File: src/rtl/bridge_mmio_n_pkg.sv
// Shared types and defaults for the N-slot MMIO bridge.
// Holds the FSM state encoding, the default slot map and the wait-counter width.
package bridge_mmio_n_pkg;

    localparam int ADDR_W = 32;
    localparam int WAIT_W = 4;

    typedef enum logic [1:0] {
        S_IDLE   = 2'd0,
        S_ACCESS = 2'd1,
        S_WAIT   = 2'd2,
        S_RESP   = 2'd3
    } state_t;

    localparam logic [4*ADDR_W-1:0] DEF_LSA = {
        32'h0000_7F20, 32'h0000_7F10, 32'h0000_7F00, 32'h0000_0000
    };
    localparam logic [4*ADDR_W-1:0] DEF_MSA = {
        32'h0000_7F23, 32'h0000_7F1B, 32'h0000_7F0B, 32'h0000_2FFF
    };

    function automatic int slot_w(input int n);
        return (n > 1) ? $clog2(n) : 1;
    endfunction

endpackage

File: src/rtl/bridge_mmio_n_decoder.sv
// Combinational N-way address range compare with priority encoding.
// On overlapping ranges the lowest slot index wins.
module bridge_mmio_n_decoder
    import bridge_mmio_n_pkg::*;
#(
    parameter int                        N_DEV = 4,
    parameter logic [N_DEV*ADDR_W-1:0]   LSA   = DEF_LSA,
    parameter logic [N_DEV*ADDR_W-1:0]   MSA   = DEF_MSA
) (
    input  logic [ADDR_W-1:0]          i_addr,
    output logic                       o_hit,
    output logic [slot_w(N_DEV)-1:0]   o_slot
);

    localparam int SW = slot_w(N_DEV);

    // Scan downwards so a lower-index hit overrides a higher one.
    always_comb begin
        o_hit  = 1'b0;
        o_slot = '0;
        for (int i = N_DEV - 1; i >= 0; i--) begin
            if ((i_addr >= LSA[i*ADDR_W +: ADDR_W]) &&
                (i_addr <= MSA[i*ADDR_W +: ADDR_W])) begin
                o_hit  = 1'b1;
                o_slot = SW'(i);
            end
        end
    end

endmodule

File: src/rtl/bridge_mmio_n.sv
// N-slot MMIO bridge: decode, register, strobe one device, wait, respond.
// Optional BRIDGE_ERR_CAPTURE_EN adds err_addr/err_cnt fault capture.
module bridge_mmio_n
    import bridge_mmio_n_pkg::*;
#(
    parameter int                        N_DEV = 4,
    parameter int                        DW    = 32,
    parameter logic [N_DEV*ADDR_W-1:0]   LSA   = DEF_LSA,
    parameter logic [N_DEV*ADDR_W-1:0]   MSA   = DEF_MSA,
    parameter logic [N_DEV*WAIT_W-1:0]   WAIT  = '0
) (
    input  logic                      clk,
    input  logic                      reset,
    input  logic                      req,
    input  logic                      pr_valid,
    input  logic [ADDR_W-1:0]         pr_addr,
    input  logic [DW-1:0]             pr_wd,
    input  logic [DW/8-1:0]           pr_we,
    output logic [DW-1:0]             pr_rd,
    output logic                      pr_ready,
    output logic                      pr_err,
    output logic [ADDR_W-1:0]         dev_addr,
    output logic [DW-1:0]             dev_wd,
    output logic [N_DEV-1:0]          dev_sel,
    output logic [N_DEV*DW/8-1:0]     dev_we,
    input  logic [N_DEV*DW-1:0]       dev_rd
`ifdef BRIDGE_ERR_CAPTURE_EN
    ,
    output logic [ADDR_W-1:0]         err_addr,
    output logic [7:0]                err_cnt
`endif
);

    localparam int BW = DW / 8;
    localparam int SW = slot_w(N_DEV);

    state_t                  r_state;
    logic [SW-1:0]           r_slot;
    logic [WAIT_W-1:0]       r_cnt;
    logic [ADDR_W-1:0]       r_addr;
    logic [DW-1:0]           r_wd;
    logic [DW-1:0]           r_rd;
    logic                    r_ready;
    logic                    r_err;
    logic [N_DEV-1:0]        r_sel;
    logic [N_DEV*BW-1:0]     r_we;

    logic                    w_hit;
    logic [SW-1:0]           w_slot;
    logic [BW-1:0]           w_we;
    logic [N_DEV-1:0]        w_sel_oh;
    logic [N_DEV*BW-1:0]     w_we_demux;
    logic [WAIT_W-1:0]       w_wait;
    logic [DW-1:0]           w_rd_mux;
    logic                    w_accept;

    bridge_mmio_n_decoder #(
        .N_DEV (N_DEV),
        .LSA   (LSA),
        .MSA   (MSA)
    ) u_dec (
        .i_addr (pr_addr),
        .o_hit  (w_hit),
        .o_slot (w_slot)
    );

    // An interrupt at accept turns a write into a plain read.
    assign w_we     = req ? '0 : pr_we;
    assign w_accept = (r_state == S_IDLE) && pr_valid;

    always_comb begin
        w_sel_oh   = '0;
        w_we_demux = '0;
        w_wait     = '0;
        w_rd_mux   = '0;
        for (int i = 0; i < N_DEV; i++) begin
            if (w_slot == SW'(i)) begin
                w_sel_oh[i]              = 1'b1;
                w_we_demux[i*BW +: BW]   = w_we;
                w_wait                   = WAIT[i*WAIT_W +: WAIT_W];
            end
            if (r_slot == SW'(i)) begin
                w_rd_mux = dev_rd[i*DW +: DW];
            end
        end
    end

    always_ff @(posedge clk or negedge reset) begin
        if (!reset) begin
            r_state <= S_IDLE;
            r_slot  <= '0;
            r_cnt   <= '0;
            r_addr  <= '0;
            r_wd    <= '0;
            r_rd    <= '0;
            r_ready <= 1'b0;
            r_err   <= 1'b0;
            r_sel   <= '0;
            r_we    <= '0;
        end else begin
            r_ready <= 1'b0;
            r_err   <= 1'b0;
            r_we    <= '0;
            unique case (r_state)
                S_IDLE: begin
                    if (pr_valid) begin
                        r_addr <= pr_addr;
                        r_wd   <= pr_wd;
                        r_slot <= w_slot;
                        if (w_hit) begin
                            r_state <= S_ACCESS;
                            r_sel   <= w_sel_oh;
                            r_we    <= w_we_demux;
                            r_cnt   <= w_wait;
                        end else begin
                            r_state <= S_RESP;
                            r_ready <= 1'b1;
                            r_err   <= 1'b1;
                            r_rd    <= '0;
                        end
                    end
                end
                S_ACCESS, S_WAIT: begin
                    // Last device cycle: sample its read data for the response.
                    if (r_cnt == '0) begin
                        r_rd    <= w_rd_mux;
                        r_sel   <= '0;
                        r_ready <= 1'b1;
                        r_state <= S_RESP;
                    end else begin
                        r_cnt   <= r_cnt - 1'b1;
                        r_state <= S_WAIT;
                    end
                end
                S_RESP: begin
                    r_state <= S_IDLE;
                end
                default: begin
                    r_state <= S_IDLE;
                end
            endcase
        end
    end

    assign pr_rd    = r_rd;
    assign pr_ready = r_ready;
    assign pr_err   = r_err;
    assign dev_addr = r_addr;
    assign dev_wd   = r_wd;
    assign dev_sel  = r_sel;
    assign dev_we   = r_we;

`ifdef BRIDGE_ERR_CAPTURE_EN
    logic [ADDR_W-1:0] r_err_addr;
    logic [7:0]        r_err_cnt;
    logic              w_err_evt;

    assign w_err_evt = w_accept && !w_hit;

    always_ff @(posedge clk or negedge reset) begin
        if (!reset) begin
            r_err_addr <= '0;
            r_err_cnt  <= '0;
        end else if (w_err_evt) begin
            r_err_addr <= pr_addr;
            if (r_err_cnt != 8'hFF) begin
                r_err_cnt <= r_err_cnt + 8'd1;
            end
        end
    end

    assign err_addr = r_err_addr;
    assign err_cnt  = r_err_cnt;
`else
    logic w_unused;
    assign w_unused = w_accept;
`endif

endmodule

File: config.mk
export PLATFORM = sky130hd
export DESIGN_NAME = bridge_mmio_n
export DESIGN_NICKNAME = d
export VERILOG_FILES = /design/src/rtl/bridge_mmio_n_pkg.sv /design/src/rtl/bridge_mmio_n_decoder.sv /design/src/rtl/bridge_mmio_n.sv
export SDC_FILE = /design/constraint.sdc
export NUM_CORES = 1
export LEC_CHECK = 0
export CAP_MARGIN = 20
export CORE_AREA = 2 2 132 134
export CTS_CLUSTER_DIAMETER = 60
export CTS_CLUSTER_SIZE = 10
export DETAILED_ROUTE_END_ITERATION = 8
export DIE_AREA = 0 0 134 136
export HOLD_SLACK_MARGIN = 0.06
export PLACE_DENSITY = 0.76
export SYNTH_ARGS = -nofsm -noshare
export SYNTH_HDL_FRONTEND = slang
export SYNTH_HIERARCHICAL = 1
export SYNTH_SLANG_ARGS = --single-unit
export TNS_END_PERCENT = 100
File: constraint.sdc
create_clock -name clk -period 1.5 [get_ports clk]
set_input_delay 0.15 -clock clk [delete_from_list [all_inputs] [get_ports clk]]
set_output_delay 0.15 -clock clk [all_outputs]
set_load 0.01 [all_outputs]
==> results by group, run 1 <==
Pwr
  – Clock power frac: 0.226
  – Sequential share of power: 0.284
  – Lkg Pwr: about 5.4 nW
  – Power Dens Cells: 1620 nW/um2
  – Logic gate share of total power: 0.490
  – P_sw: 0.00580 W
  – Fraction of power spent switching nets: 0.314
  – Peak VDD IR: ~0.00095 V
  – Pint: 0.0127 W

STA
  – Final setup margin: -0.352 ns
  – Fmax: ~540 MHz
  – Worst-margin pin slew: 0.446 ns
  – RSZ-0062 raised after global routing: true
  – Worst Clk Skew: between 0.005 and 0.006 ns
  – Final max-slew violation count: 0
  – Setup TNS: -19.24 ns
  – Crit share post-route: 1.23
  – Final Setup Violations: approximately 130
  – Fin. Hold Viols: 0
  – Slew headroom: 0.700
  – Tmin final: between 1.5 and 2 ns

Die
  – Rows: 48
  – Core area: 16900 um2
  – Die X: 134 um
  – Die area: around 18000 um2
  – Die H: 136 um
  – # IOs: 318
  – Initial Util: 0.345

Drt
  – Vias: 5210
  – Post-route ant nets: 0
  – WL/cell: 20.8 um
  – Initial drt markers: 133
  – DRT Pass-1 Iters: 4
  – Final wirelength: approximately 21000 um
  – Via density per instance: just over 5
  – DRC: 0

Outcome
  – Failing checks: negative setup slack
  – Outcome: complete, but fails checks

Job
  – Number of max-cap violations: 0

Yosys
  – Area leader, netlist: dfrtp_1
  – Synth top area cells: dfrtp_1, mux2_2, mux4_1
  – Mapped Nets: approximately 580
  – Sequential fraction of the synthesis area: 0.542
  – Top post-synthesis cells by count: dfrtp_1, mux2_2, a22o_1
  – Number of synthesis warnings: 6
  – Syn Area/Cell: ~15 um2
  – Share of the synthesized area in the top cell type: 0.542
  – Top-count cell post-synth: dfrtp_1
  – Ys async rst share: 1.00
  – EDFF count, synth: 0
  – Synth cell types: 46
  – Post-Syn Area: slightly below 6000 um2
  – Top FF cell, synth: dfrtp_1
  – Synth Register Bits: 126
  – Post-synthesis cell count: ~380

Global routing
  – Maximum number of pins on one net before global-route repair: 46
  – Vias in the first global route: 5635
  – GRT Residual Overflow: 0
  – GRT Util Overall: 0.224
  – First-pass GRT wire length: 30600 um
  – Initial antenna violation count: 3

Finish
  – Area Overhead vs Synth: 95.4%
  – Fraction of final layout cells sized beyond drive strength 1: 0.332
  – # fillers: 1169
  – Area of the multi-input gates: a little under 3000 um2
  – Register area: 3150 um2
  – Final net count: 991
  – Non-filler cells, final: 1027
  – Post-route cell area: between 10000 and 15000 um2

CTS
  – Cts bufs inserted: 17
  – H-tree Lvls: 4
  – CTS Buffer Depth: 2
  – Root Buffer: clkbuf_16
  – CTS tree: built
  – Worst-Skew Late Latency: about 0.42 ns
  – Register clock-pin slew on the reported worst setup and hold paths: ~0.050 ns
  – Clock sink count: around 130

Placed design
  – Placement Setup Slack: -1.12 ns
  – Area after DPL: between 9000 and 10000 um2
  – Port bufs: between 300 and 400
  – Hpwl dp: 14800 um
  – RD Place Congestion: 0.871
  – Placed cell count: between 900 and 1000

Worst setup path
  – Crit path kind: primary input to flip-flop
  – Critical-path cell list: buf_6, buf_6, nand4b_1, and4bb_1, o22ai_2, a31oi_4, and3b_2, buf_12, o21a_4, a22o_1
  – R2R cell count: 7
  – CP startpoint: pr_addr[15]
  – CP Launch Type: primary input
  – CP dominant cell by count: buf_6
  – CP max stage cell: and4bb_1
  – Worst path bufs/invs: 3
  – End of the critical path: pr_rd[30]$_DFFE_PN0P_
  – CP Capture Type: flip-flop
  – Worst R2R Setup Slack: -0.17 ns
  – WP data required: around 1.8 ns
  – Worst path depth: 10
  – R2r startpoint: r_state[0]$_DFFE_PN0P_
  – Slowest Stage Delay on Critical Path: 0.35 ns
  – Worst-path fanout max: 8
  – R2R Path End: dev_addr[4]$_DFFE_PN0P_
  – CP Data Arrival Time: 2.16 ns
  – CP top delay family: simple AND/OR/NAND/NOR gates

Hold path
  – Hold crit path type: primary input to flip-flop
-- final cells by class --
cell class / instances / share of cell area
Antenna cell: 3 / 0.000661
Clock buffer: 20 / 0.0411
Clock inverter: 11 / 0.0123
Inverter: 8 / 0.00264
Multi-Input combinational cell: 225 / 0.261
Sequential cell: 126 / 0.278
Tap cell: 225 / 0.0248
Timing Repair Buffer: 409 / 0.380
-- placed cells by master, fill, tap and decap left out, drive strengths merged, types with 2 or more instances in the layout --
cell type and instances:
a211o 3, a21oi 3, a22o 36, a31oi 2
and4bb 2, buf 88, bufinv 3, clkbuf 25
clkdlybuf4s15 6, clkdlybuf4s50 223, clkinv 4, clkinvlp 4
dfrtp 126, diode 3, dlygate4sd2 48, dlygate4sd3 5
dlymetal6s2s 33, ha 4, inv 8, mux2 66
mux4 32, nand2 6, nand2b 4, nand3 2
nand4 2, nor2 23, nor2b 2, nor3 2
nor3b 2, nor4 5, o21a 4, o21ai 2
o221ai 2, o22ai 2, o31ai 4, or3 2
-- routing by layer --
metal | vias to the layer above | routed length [um] | track usage
li1 | 2310 | - | -
met1 | 2595 | 7520 | 0.230
met2 | 247 | 11800 | 0.421
met3 | 58 | 1190 | 0.0597
met4 | 0 | 909 | 0.109
met5 | - | 0 | 0
-- per-stage QoR --
step / power [W] / hold WS (ns) / util
3_3_place_gp: 0.0120 / 0.107 / 0.569
2_1_floorplan: 0.00847 / -0.146 / -
3_5_place_dp: 0.0123 / 0.115 / 0.569
5_1_grt: 0.0193 / 0.126 / 0.673
4_1_cts: 0.0180 / 0.109 / 0.644
6_report: 0.0185 / 0.129 / 0.673
-- registers in the layout, summed over array words and instances, names as in the netlist --
name / count
dev_we: 16
dev_addr: 32
pr_rd: 32
pr_ready: 1
r_state: 2
dev_sel: 4
r_slot: 2
dev_wd: 32
pr_err: 1
r_cnt: 4
-- logic make-up (layout without fill, tap and decap cells) --
family | Yosys count | count (layout) | synth area share
flip-flops | 126 | 126 | 0.542
other | 0 | 3 | 0
AND/OR/NAND/NOR | 60 | 60 | 0.0568
buffers and inverters | 31 | 448 | 0.0353
adder cells (fa/ha/maj) | 4 | 4 | 0.00861
AO/OA/AOI/OAI | 60 | 63 | 0.0886
multiplexers | 98 | 98 | 0.269
-- how the worst min path moves through the flow --
stage | startpoint | endpoint | slack, ns | depth (start not counted)
global placement | reset | dev_we[6]$_DFF_PN0_ | 0.11 | 1
floorplan | reset | dev_addr[0]$_DFFE_PN0P_ | -0.15 | 0
finish | pr_addr[22] | dev_addr[22]$_DFFE_PN0P_ | 0.13 | 2
global route | pr_addr[27] | dev_addr[27]$_DFFE_PN0P_ | 0.13 | 2
detailed placement | reset | dev_we[5]$_DFF_PN0_ | 0.12 | 1
CTS | pr_addr[26] | dev_addr[26]$_DFFE_PN0P_ | 0.11 | 2
-- what timing repair did --
action / 4_1_cts / 5_1_grt
buffers inserted: 17 / 13
resized for setup: 151 / 105
endpoints found under the hold margin: 107 / 1
gates cloned: 9 / 3
hold buffers: 4 / 1
pin swaps: 32 / 19
endpoints found under the setup margin: 153 / 156
-- power groups by stage --
stage | Sequential, W | Clock (W) | Combinational [W]
final | 0.00524 | 0.00418 | 0.00904
after global routing | 0.00538 | 0.00442 | 0.00952
after CTS | 0.00521 | 0.00424 | 0.00855
after detailed placement | 0.00524 | 0 | 0.00705
after global placement | 0.00517 | 0 | 0.00683
after floorplan | 0.00566 | 0 | 0.00281
(Power assumes the default switching activity.)
==> run 2: changes to the inputs <==
--- a/config.mk
+++ b/config.mk
@@ -7,6 +7,7 @@
 export LEC_CHECK = 0
 export CAP_MARGIN = 20
 export CORE_AREA = 2 2 132 134
+export CTS_BUF_LIST = sky130_fd_sc_hd__clkbuf_8 sky130_fd_sc_hd__clkbuf_16
 export CTS_CLUSTER_DIAMETER = 60
 export CTS_CLUSTER_SIZE = 10
 export DETAILED_ROUTE_END_ITERATION = 8
==> constraint.sdc (replaced) <==
create_clock -name clk -period 1.5 [get_ports clk]
set_input_delay 0.3 -clock clk [delete_from_list [all_inputs] [get_ports clk]]
set_output_delay 0.3 -clock clk [all_outputs]
set_load 0.01 [all_outputs]
==> run 2 against run 1 <==
  * Sequential share of layout area increased by 0.53 points
  * Count of clock-buffer cells in the layout is the same
  * Sequential power barely moved
  * Via count barely moved
  * Critical endpoint unchanged
  * Highest routed layer unchanged
  * The run still ends with negative setup slack left
  * Combinational power rose by 0.7%
  * Clock skew hardly changed
  * Hold slack gained 0.033 ns
==> results by group, run 2 (synthesis gave the netlist of run 1 again) <==
Pwr
  – Peak VDD IR: around 0.001 V
  – Lkg Pwr: between 5 and 6 nW
  – Power Dens Cells: roughly 1600 nW/um2

Worst setup path
  – R2r startpoint: r_cnt[1]$_DFFE_PN0P_
  – CP Launch Type: primary input
  – CP dominant cell by count: buf_6
  – Worst-path fanout max: 8
  – WP data required: around 1.8 ns
  – CP max stage cell: or4_4
  – CP Capture Type: flip-flop
  – CP Data Arrival Time: around 2.3 ns
  – Critical-path cell list: buf_6, or4_4, a21oi_4, o22ai_2, a31oi_2, and3b_2, buf_6, o21a_4, a22o_1
  – Slowest Stage Delay on Critical Path: roughly 0.56 ns
  – CP startpoint: pr_addr[6]
  – Crit path kind: primary input to flip-flop

CTS
  – Cts bufs inserted: 17
  – H-tree Lvls: 4
  – Root Buffer: clkbuf_16
  – Register clock-pin slew on the reported worst setup and hold paths: roughly 0.050 ns
  – CTS Buffer Depth: 2
  – CTS tree: built
  – Worst-Skew Late Latency: between 0.4 and 0.5 ns
  – Clock sink count: ~130

Die
  – Rows: 48
  – # IOs: ~320
  – Die area: 18200 um2
  – Die X: ~130 um
  – Initial Util: 0.345
  – Core area: 16900 um2
  – Die H: about 140 um

Placed design
  – Placement Setup Slack: -1.29 ns
  – RD Place Congestion: 0.873
  – Placed cell count: 949
  – Hpwl dp: 14900 um
  – Port bufs: roughly 320

Finish
  – Most frequent cells in the layout: clkdlybuf4s50_1, dlygate4sd2_1, dfrtp_1
  – Non-filler cells, final: between 1000 and 1500
  – Final net count: 985
  – Fin util: 0.661
  – Fraction of final layout cells sized beyond drive strength 1: 0.323
  – # fillers: between 1000 and 1500
  – Area Overhead vs Synth: 91.7%
  – Area of the multi-input gates: between 3000 and 4000 um2
  – Register area: 3150 um2
  – Commonest non-fill, non-tap cell in the layout: clkdlybuf4s50_1

Drt
  – DRC: 0
  – Via density per instance: 5.11
  – WL/cell: 21.2 um
  – Final wirelength: roughly 22000 um
  – Vias: 5211
  – DRT Pass-1 Iters: 4
  – Initial drt markers: between 150 and 200
  – Post-route ant nets: 0

Job
  – Number of max-cap violations: 0

Outcome
  – Failing checks: negative setup slack
  – Outcome: complete, but fails checks

STA
  – Worst-margin pin slew: between 0.4 and 0.5 ns
  – RSZ-0062 raised after global routing: true
  – Final Setup Violations: approximately 120
  – Crit share post-route: 1.32
  – Final setup margin: -0.479 ns
  – Fmax: 505 MHz
  – Min Hold Slack: roughly 0.16 ns
  – Slew headroom: 0.700
  – Setup TNS: -27.66 ns
  – Fin. Hold Viols: 0
  – Worst Clk Skew: around 0.0058 ns
  – Tmin final: between 1.5 and 2 ns
  – Final max-slew violation count: 0

Global routing
  – First-pass GRT wire length: 31800 um
  – GRT Util Overall: 0.234
  – Initial antenna violation count: 1
  – Vias in the first global route: roughly 5700
  – GRT Residual Overflow: 0
  – Maximum number of pins on one net before global-route repair: a little over 40

Hold path
  – HP Start: pr_addr[19]
  – Hold crit path type: primary input to flip-flop
==> run 2: worst paths after layout <==
kind / to / slack (ns) / depth (start not counted)
min in group asynchronous: dev_we[4]$_DFF_PN0_ / 0.39 / 2
max in group asynchronous: dev_addr[13]$_DFFE_PN0P_ / 0.60 / 3
worst min-delay path: dev_addr[19]$_DFFE_PN0P_ / 0.16 / 2
worst min register to register: pr_rd[30]$_DFFE_PN0P_ / 0.50 / 1
worst max register to register: pr_rd[6]$_DFFE_PN0P_ / -0.28 / 7
worst max-delay path: pr_rd[30]$_DFFE_PN0P_ / -0.48 / 9
==> run 2: report_power, final <==
group          internal, W  switching, W
combinational      0.00531       0.00379
clock              0.00235       0.00143
sequential         0.00457      0.000689
==> run 2: layout make-up <==
cell class | count | share of cell area
multi-input cells | 225 | 0.279
repair buffers | 403 | 0.361
clock inverters | 11 | 0.00696
flip-flops and latches | 126 | 0.283
well taps | 225 | 0.0253
clock buffers | 20 | 0.0419
inverters | 8 | 0.00269
diodes | 1 | 0.000224
==> run 2: through the flow <==
stage                     cell area [um2]  power [W]
after floorplan                      5850    0.00847
after global placement               9610     0.0120
after detailed placement             9610     0.0123
after CTS                           10800     0.0174
after global routing                11100     0.0190
final                               11100     0.0181
==> run 2: timing repair <==
item / CTS / global route
gates cloned: 12 / 1
setup buffers: 18 / 15
endpoints found under the hold margin: 35 / 0
setup endpoints to repair: 243 / 124
hold buffers: 1 / 0
gates resized for setup: 268 / 106
pin swaps: 37 / 28
==> run 2: critical path: cells and delay by family <==
family | cells | cell delay, ns
AOI/OAI and AO/OA | 5 | 0.92
buffers and inverters | 2 | 0.23
and+or+nand+nor | 2 | 0.82
==> run 2: per-layer routing <==
layer  GRT usage  wire [um]  up-vias
met5           0          0        -
met2       0.436      11800      279
met4       0.119        879        0
li1            -          -     2300
met3      0.0634       1430       55
met1       0.239       7470     2577
==> run 3: changes to the inputs <==
--- a/config.mk
+++ b/config.mk
@@ -6,16 +6,15 @@
 export NUM_CORES = 1
 export LEC_CHECK = 0
 export CAP_MARGIN = 20
-export CORE_AREA = 2 2 132 134
+export CORE_AREA = 2 2 135 137
 export CTS_BUF_LIST = sky130_fd_sc_hd__clkbuf_8 sky130_fd_sc_hd__clkbuf_16
 export CTS_CLUSTER_DIAMETER = 60
 export CTS_CLUSTER_SIZE = 10
 export DETAILED_ROUTE_END_ITERATION = 8
-export DIE_AREA = 0 0 134 136
+export DIE_AREA = 0 0 137 139
 export HOLD_SLACK_MARGIN = 0.06
-export PLACE_DENSITY = 0.76
+export PLACE_DENSITY = 0.74
 export SYNTH_ARGS = -nofsm -noshare
 export SYNTH_HDL_FRONTEND = slang
-export SYNTH_HIERARCHICAL = 1
 export SYNTH_SLANG_ARGS = --single-unit
 export TNS_END_PERCENT = 100
==> constraint.sdc (replaced) <==
create_clock -name clk -period 1.7 [get_ports clk]
set_input_delay 0.34 -clock clk [delete_from_list [all_inputs] [get_ports clk]]
set_output_delay 0.34 -clock clk [all_outputs]
set_load 0.01 [all_outputs]
==> run 3 against run 2 <==
  * Sequential power fell by 7.8%
  * Routed wire length is 9.5% lower
  * Area after synthesis rose by 4.0%
  * Clock skew up 0.0027 ns
  * First-iteration DRC count increased by 5.0%
  * Setup slack improved by 0.17 ns
  * Count of clock-buffer cells in the layout unchanged
  * Global-route usage decreased by 2.4 points
  * The flow still finishes with violations (negative setup slack)
==> results by group, run 3 <==
CTS
  – H-tree Lvls: 4
  – Register clock-pin slew on the reported worst setup and hold paths: around 0.050 ns
  – CTS Buffer Depth: 2
  – Root Buffer: clkbuf_16
  – CTS tree: built
  – Clock sink count: roughly 130
  – Cts bufs inserted: 17
  – Worst-Skew Late Latency: 0.41 ns

Global routing
  – Vias in the first global route: 5750
  – First-pass GRT wire length: between 30000 and 40000 um
  – Initial antenna violation count: 0
  – GRT Residual Overflow: 0
  – GRT Util Overall: 0.209
  – Maximum number of pins on one net before global-route repair: 36

Hold path
  – Hold crit path type: primary input to flip-flop

STA
  – Worst-margin pin slew: 0.484 ns
  – Worst Clk Skew: ~0.0084 ns
  – Slew headroom: 0.676
  – Final setup margin: -0.310 ns
  – Setup TNS: -9.89 ns
  – Tmin final: between 2 and 2.5 ns
  – Min Hold Slack: ~0.26 ns
  – Fmax: 498 MHz
  – Fin. Hold Viols: 0
  – Crit share post-route: 1.18
  – RSZ-0062 raised after global routing: true
  – Final max-slew violation count: 0
  – Final Setup Violations: 38

Worst setup path
  – Worst path bufs/invs: 3
  – Worst R2R Setup Slack: -0.31 ns
  – Worst-path fanout max: 8
  – WP data required: slightly above 2 ns
  – CP Data Arrival Time: ~2.3 ns
  – CP Capture Type: flip-flop
  – CP max stage cell: dfrtp_1
  – CP top delay family: simple AND/OR/NAND/NOR gates
  – Crit path kind: flip-flop to flip-flop
  – CP Launch Type: flip-flop
  – Slowest Stage Delay on Critical Path: 0.39 ns
  – Critical-path cell list: inv_2, ha_4, or3b_4, a21oi_4, nand2_2, o21ai_4, buf_6, buf_16, mux2i_1

Outcome
  – Failing checks: negative setup slack
  – Outcome: complete, but fails checks

Die
  – Core area: about 18000 um2
  – Die area: roughly 19000 um2
  – Initial Util: 0.342
  – # IOs: around 320
  – Die H: 139 um
  – Rows: around 50
  – Die X: around 140 um

Drt
  – Initial drt markers: 188
  – Via density per instance: between 4 and 5
  – WL/cell: approximately 18 um
  – Post-route ant nets: 0
  – Vias: 5186
  – DRT Pass-1 Iters: 4
  – Final wirelength: slightly below 20000 um
  – DRC: 0

Pwr
  – Logic gate share of total power: 0.494
  – Power Dens Cells: roughly 1600 nW/um2
  – Fraction of power spent switching nets: 0.319
  – Sequential share of power: 0.282
  – Clock power frac: 0.225
  – Peak VDD IR: about 0.0010 V
  – P_sw: approximately 0.0055 W
  – Pint: between 0.01 and 0.015 W
  – Lkg Pwr: between 4 and 5 nW

Yosys
  – Synth Register Bits: roughly 130
  – Top-count cell post-synth: dfrtp_1
  – Mapped Nets: between 600 and 700
  – Ys async rst share: 1.00
  – Share of the synthesized area in the top cell type: 0.521
  – Area leader, netlist: dfrtp_1
  – EDFF count, synth: 0
  – Top post-synthesis cells by count: dfrtp_1, mux2_2, nand2_1
  – Synth top area cells: dfrtp_1, mux2_2, mux4_2
  – Post-Syn Area: ~6000 um2
  – Synth cell types: 46
  – Number of synthesis warnings: 0
  – Sequential fraction of the synthesis area: 0.521
  – Post-synthesis cell count: 458
  – Top FF cell, synth: dfrtp_1
  – Syn Area/Cell: ~13 um2

Finish
  – Register area: approximately 3200 um2
  – Final net count: ~1000
  – Area Overhead vs Synth: 79.3%
  – Most frequent cells in the layout: clkdlybuf4s50_1, dfrtp_1, mux2_2
  – # fillers: 1337
  – Fraction of final layout cells sized beyond drive strength 1: 0.277
  – Post-route cell area: around 11000 um2
  – Ant. Diodes: 0
  – Fin util: 0.614
  – Commonest non-fill, non-tap cell in the layout: clkdlybuf4s50_1
  – Area of the multi-input gates: ~2800 um2

Placed design
  – RD Place Congestion: 0.868
  – Area after DPL: just under 10000 um2
  – Port bufs: 317
  – Placement Setup Slack: -0.756 ns
  – Hpwl dp: 14800 um

Job
  – Number of max-cap violations: 0
run 3: cell types whose count changed after synthesis, sizes merged, moves of 5 or more:
cell / previous run / this run
mux2i: 0 / 35
o211ai: 0 / 5
buf: 20 / 15
nand3b: 0 / 5
nand2: 6 / 44
a22o: 36 / 1
inv: 8 / 36
clkbuf: 3 / 9
run 3: cells by family after synthesis:
logic type | Yosys count | synth area share
fa+ha+maj | 3 | 0.00621
buf+inv | 60 | 0.0428
simple gates | 104 | 0.0846
flops | 126 | 0.521
mux | 135 | 0.306
compound gates | 30 | 0.0387
run 3: final timing paths:
path	start	to	depth (start not counted)
min in group asynchronous	reset	dev_addr[21]$_DFFE_PN0P_	2
hold / removal	pr_addr[1]	dev_addr[1]$_DFFE_PN0P_	2
hold reg to reg	dev_addr[15]$_DFFE_PN0P_	dev_addr[15]$_DFFE_PN0P_	1
setup reg to reg	r_cnt[0]$_DFFE_PN0P_	pr_rd[23]$_DFFE_PN0P_	9
setup / recovery	r_cnt[0]$_DFFE_PN0P_	pr_rd[23]$_DFFE_PN0P_	9
max in group asynchronous	reset	dev_wd[23]$_DFFE_PN0P_	3
run 3: power groups by stage:
stage	clock (W)	combinational, W	sequential [W]
after floorplan	0	0.00344	0.00537
after global placement	0	0.00766	0.00482
after detailed placement	0	0.00790	0.00489
after CTS	0.00394	0.00888	0.00487
after global routing	0.00410	0.00910	0.00498
final	0.00386	0.00850	0.00485
run 3: layer usage:
layer  wire length, um  part of all wire  up-vias  GRT usage
met5                 0                 0        -          0
li1                  -                 -     2378          -
met1              7620              0.39     2585      0.244
met3              1200             0.061       39     0.0526
met4               478             0.024        0     0.0754
met2             10200              0.52      184      0.369
run 3: cell type report:
type	count	share of cell area
Sequential cell	126	0.291
Tap cell	229	0.0264
Multi-Input combinational cell	272	0.259
Timing Repair Buffer	380	0.353
Clock buffer	20	0.0431
Clock inverter	11	0.0154
Inverter	36	0.0125
run 3: through the flow:
stage | power [W] | std cells
6_report | 0.0172 | 1074
3_3_place_gp | 0.0125 | 1031
3_5_place_dp | 0.0128 | 1031
4_1_cts | 0.0177 | 1074
5_1_grt | 0.0182 | 1074
2_1_floorplan | 0.00880 | 458
run 3: timing repair:
action / 4_1_cts / 5_1_grt
cloned: 3 / 0
hold buffers: 1 / 0
endpoints found under the setup margin: 69 / 82
buffers inserted: 8 / 2
endpoints found under the hold margin: 22 / 0
pin swaps: 14 / 10
gates resized for setup: 56 / 42
